File: config.mk
export PLATFORM = sky130hd
export DESIGN_NAME = mul_unit
export DESIGN_NICKNAME = d
export VERILOG_FILES = /design/src/rtl/mul_unit.sv
export SDC_FILE = /design/constraint.sdc
export NUM_CORES = 2
export LEC_CHECK = 0
export CAP_MARGIN = 20
export CORE_UTILIZATION = 45
export DETAILED_ROUTE_END_ITERATION = 6
export DONT_BUFFER_PORTS = 1
export GPL_TIMING_DRIVEN = 0
export PLACE_DENSITY_LB_ADDON = 0.08
export SLEW_MARGIN = 20
export SYNTH_ARGS = -nofsm -noshare
export SYNTH_HDL_FRONTEND = slang
export SYNTH_SLANG_ARGS = --single-unit
File: constraint.sdc
create_clock -name clock -period 27.5 [get_ports clock]
set_clock_uncertainty 0.2 [all_clocks]
set_input_delay 2.75 -clock clock [delete_from_list [all_inputs] [get_ports clock]]
set_output_delay 2.75 -clock clock [all_outputs]
set_load 0.03 [all_outputs]
File: src/rtl/mul_unit.sv
// mul_unit: pipelined signed multiply feeding the ROB write port.
// Optional overflow exception via MUL_OVERFLOW_XCPT_EN.
package mul_unit_pkg;
    localparam int XCPT_ADDR_W = 32;

    typedef struct packed {
        logic                   valid;
        logic [XCPT_ADDR_W-1:0] addr_val;
    } fetch_xcpt_t;

    typedef struct packed {
        logic                   valid;
        logic [XCPT_ADDR_W-1:0] addr_val;
    } decode_xcpt_t;

    typedef struct packed {
        logic                   xcpt_overflow;
        logic [XCPT_ADDR_W-1:0] addr_val;
    } mul_xcpt_t;
endpackage

module mul_stage #(
    parameter int W = 1
) (
    input  logic [W-1:0] d,
    output logic [W-1:0] q
);
    assign q = d;
endmodule

module mul_unit
    import mul_unit_pkg::*;
#(
    parameter int NUM_STAGES = 5,
    parameter int DATA_W     = 32,
    parameter int ROB_ID_W   = 3,
    parameter int PC_W       = 32,
    parameter int RF_ADDR_W  = 5
) (
    input  logic                 clock,
    input  logic                 reset,
    input  logic                 instr_valid_in,
    input  logic [ROB_ID_W-1:0]  instr_id_in,
    input  logic [PC_W-1:0]      program_counter_in,
    input  logic [RF_ADDR_W-1:0] dest_reg_in,
    input  logic [DATA_W-1:0]    src1_data_in,
    input  logic [DATA_W-1:0]    src2_data_in,
    input  fetch_xcpt_t          xcpt_fetch_in,
    input  decode_xcpt_t         xcpt_decode_in,
    input  logic                 stall_in,
    input  logic                 flush_in,
    output logic                 ready_out,
    output logic                 instr_valid_out,
    output logic [ROB_ID_W-1:0]  instr_id_out,
    output logic [PC_W-1:0]      program_counter_out,
    output logic [RF_ADDR_W-1:0] dest_reg_out,
    output logic [DATA_W-1:0]    data_result_out,
    output fetch_xcpt_t          xcpt_fetch_out,
    output decode_xcpt_t         xcpt_decode_out,
    output mul_xcpt_t            xcpt_mul_out
);
    typedef struct packed {
        logic                 valid;
        logic [ROB_ID_W-1:0]  id;
        logic [PC_W-1:0]      pc;
        logic [RF_ADDR_W-1:0] rd;
        logic [DATA_W-1:0]    data;
        fetch_xcpt_t          xf;
        decode_xcpt_t         xd;
        mul_xcpt_t            xm;
    } stage_t;

    localparam int SW = $bits(stage_t);

    stage_t head;
    stage_t pre [NUM_STAGES];
    stage_t nxt [NUM_STAGES];
    stage_t stg [NUM_STAGES];

    logic xcpt_any;
    assign xcpt_any = xcpt_fetch_in.valid | xcpt_decode_in.valid;

`ifdef MUL_OVERFLOW_XCPT_EN
    logic signed [2*DATA_W-1:0] prod;
    logic        [DATA_W:0]     prod_hi;
    logic                       ovf;

    assign prod = $signed(src1_data_in) * $signed(src2_data_in);
    assign prod_hi = prod[2*DATA_W-1:DATA_W-1];
    // Upper half plus sign bit must be a pure sign extension
    assign ovf = (|prod_hi) & ~(&prod_hi);
`else
    logic [DATA_W-1:0] prod_lo;

    assign prod_lo = src1_data_in * src2_data_in;
`endif

    always_comb begin
        head       = '0;
        head.valid = instr_valid_in;
        head.id    = instr_id_in;
        head.pc    = program_counter_in;
        head.rd    = dest_reg_in;
        head.xf    = xcpt_fetch_in;
        head.xd    = xcpt_decode_in;
`ifdef MUL_OVERFLOW_XCPT_EN
        head.data             = prod[DATA_W-1:0];
        head.xm.xcpt_overflow = ovf & ~xcpt_any;
        head.xm.addr_val      = XCPT_ADDR_W'(program_counter_in);
`else
        head.data = prod_lo;
`endif
    end

    for (genvar g = 0; g < NUM_STAGES; g++) begin : g_stage
        if (g == 0) begin : g_first
            assign pre[g] = head;
        end else begin : g_rest
            assign pre[g] = stg[g-1];
        end
        mul_stage #(.W(SW)) u_stage (
            .d(pre[g]),
            .q(nxt[g])
        );
    end

    // Flush beats stall beats accept; stall freezes every stage
    always_ff @(posedge clock or posedge reset) begin
        if (reset) begin
            for (int k = 0; k < NUM_STAGES; k++) begin
                stg[k] <= '0;
            end
        end else if (flush_in) begin
            for (int k = 0; k < NUM_STAGES; k++) begin
                stg[k].valid <= 1'b0;
            end
        end else if (!stall_in) begin
            for (int k = 0; k < NUM_STAGES; k++) begin
                stg[k] <= nxt[k];
            end
        end
    end

    assign ready_out           = ~stall_in;
    assign instr_valid_out     = stg[NUM_STAGES-1].valid;
    assign instr_id_out        = stg[NUM_STAGES-1].id;
    assign program_counter_out = stg[NUM_STAGES-1].pc;
    assign dest_reg_out        = stg[NUM_STAGES-1].rd;
    assign data_result_out     = stg[NUM_STAGES-1].data;
    assign xcpt_fetch_out      = stg[NUM_STAGES-1].xf;
    assign xcpt_decode_out     = stg[NUM_STAGES-1].xd;
    assign xcpt_mul_out        = stg[NUM_STAGES-1].xm;
endmodule

==> flow_summary.ini <==
[outcome]
outcome = complete, no violations

[clock_network]
cts_htree_levels = 3
clk_pin_slew_ps = 60
cts_buffers = 78
cts_tree = built
cts_resized = 0
clock_latency_ps = 630
clockBufferDepth = 3
root_buffer = clkbuf_16
cts-hold-fix-buffers = 0
cts_setup_buffers = 0
cts.sinks = 695

[drt]
wirelength_mm = 115
ant_nets = 0
vias = 29300
wl_per_cell_um = 18.8
firstDrtPassIters = 5
drt_iter0_markers = 1848
vias_per_cell = 4.81
drc_errors = 0

[floorplan]
fp-row-count = 111
dieWidth_um = 307
coreArea_mm2 = 0.0918
io_pins = 348
die_area_mm2 = 0.0940
die_h_um = 307
start_util_pct = 45.5

[global_route]
grt_antenna_before_repair = 5
gr-total-overflow = 0
grt_pass1_wl_mm = 180
grt_pass1_vias = 30400
grt_max_degree = 96
grtUsageTotal_pct = 25.2

[placed_design]
place.gp.congestion = 0.931
io_buffers = 0
dp_hpwl_mm = 87.9
place_ws_ps = 16450

[timing]
fin_ws_ps = 17080
fmax_mhz = 95.9
finalCriticalPeriod_ps = 10420
worstMarginPinSlew_ps = 1100
slew_headroom_pct = 26.6
period_share_pct = 37.9
finalSetupViolCount = 0
hold_viol_final = 0
rsz0062_at_grt = no
final_max_slew_viol_count = 0

[worst_hold_path]
hold_class = reg2reg
whs_endpoint = pre[273]
hold_depth = 2
min-delay-start = pre[445]

[synthesis]
synth_top_family_by_area = simple AND/OR/NAND/NOR gates
synthMuxAreaShare_pct = 0.120
synth-simple-area-share_pct = 25.6
synth_warnings = 0
syn_area_per_cell_um2 = 8.96
synth-seq-area-share_pct = 41.6
ys_async_sr_fraction_pct = 100
synth_edf_count = 0
synth_compound_area_share_pct = 1.56
syn_area_mm2 = 0.0418
synth-main-ff-cell = dfrtp_1
netlist-cell-type-count = 46
postSynthCellCount = 4660
synth-seq-cells = 695
synth-xor-area-share_pct = 1.70
synthAdderAreaFrac_pct = 23.2

[setup_path]
crit_slowest_cell = a311oi_1
crit_required_ps = 27800
worstReg2RegEnd = data_result_out[24]
critical_path.most_common_cell = fa_1
worstRegToRegCells = 2
endpoint_kind = flop
critPathKind = in2reg
crit_path_max_incr_delay_ps = 830
crit_arrival_ps = 10730
worst_setup_path_start_kind = input pin
reg2reg_slack_ps = 26410
worstReg2RegStart = data_result_out[24]
cp_max_fo = 11

[run]
cap_violations = 0

[layout]
area_growth_pct = 11.2
final_common_cell = nand2_1
drive_above_1_share_pct = 3.80
finalNetCount = 5487
fillers = 8921
final_cell_mix = nand2_1, dfrtp_1, fa_1
-- routing by layer --
metal / share of wire [%] / global-route usage (%) / up-vias / routed length (um)
li1: - / - / 14000 / -
met1: 44 / 34.3 / 14400 / 50500
met2: 47 / 41.1 / 699 / 54200
met3: 5.6 / 4.47 / 187 / 6410
met4: 3.1 / 8.08 / 4 / 3590
met5: 0.024 / 0 / - / 27
-- how the worst max path moves through the flow --
stage                         start                  to  slack [ps]  cells past startpoint
floorplan                     reset  data_result_out[0]        5060                      1
global placement              reset  xcpt_fetch_out[32]       -3160                      1
detailed placement  src2_data_in[3]            pre[644]       16450                     25
CTS                 src2_data_in[3]            pre[644]       17130                     25
global route        src2_data_in[3]            pre[644]       16740                     25
finish              src2_data_in[3]            pre[644]       17080                     25
-- registers in the layout, indices dropped and copies added, names as in the netlist --
register / flops
xcpt_fetch_out: 33
instr_valid_out: 1
data_result_out: 32
dest_reg_out: 5
pre: 556
program_counter_out: 32
xcpt_decode_out: 33
instr_id_out: 3
-- per-stage QoR --
stage	cells	setup TNS (ps)	hold slack (ps)	cell area (um2)	util (%)
final	6091	0	243	46400	50.6
after global routing	6090	0	253	46400	50.6
after CTS	6088	0	248	46400	50.6
after detailed placement	5944	0	248	43700	47.6
after global placement	5935	-2126110	246	43400	47.3
after floorplan	4692	0	239	41900	-
-- cells by family after synthesis --
group | Yosys count
multiplexers | 5
AND/OR/NAND/NOR | 2592
flip-flops | 695
buffers and inverters | 652
XOR/XNOR | 81
adder cells (fa/ha/maj) | 531
other | 1
AO/OA/AOI/OAI | 103
-- critical path, delay by kind of cell --
family / cells / cell delay (ps)
simple gates: 2 / 530
buf+inv: 6 / 1380
xor+xnor: 1 / 150
fa+ha+maj: 9 / 4130
compound gates: 7 / 1740
-- Yosys cell counts (all sizes together), types with 2 or more instances --
master	instances	area share (%)
o211ai	2	0.036
or2	3	0.045
o21a	8	0.14
a21o	11	0.20
nand2	2201	20
a211oi	6	0.12
o21ai	33	0.40
xor2	19	0.40
a31oi	4	0.060
nor2	13	0.12
and2	351	5.3
nor3	6	0.084
nand3	3	0.036
mux2i	5	0.12
ha	123	3.7
xnor2	62	1.3
o21bai	4	0.072
and3	2	0.030
or3	7	0.12
fa	408	20
clkbuf	233	2.1
buf	36	0.62
a21oi	24	0.30
nand2b	2	0.030
o31ai	5	0.090
dfrtp	695	42
inv	383	3.4
-- layout make-up --
type / count / area (um2) / share of cell area [%]
Clock buffer: 111 / 2250 / 4.84
Antenna cell: 3 / 7.51 / 0.0162
Buffer: 269 / 1140 / 2.45
Tap cell: 1243 / 1560 / 3.35
Timing Repair Buffer: 9 / 215 / 0.463
Sequential cell: 695 / 17400 / 37.4
Inverter: 383 / 1450 / 3.11
Multi-Input combinational cell: 3345 / 21900 / 47.2
Clock inverter: 33 / 514 / 1.11
Power is left out: the tool's default activity adds up to more than one toggle a clock period on the data nets, which glitch-free logic cannot reach.
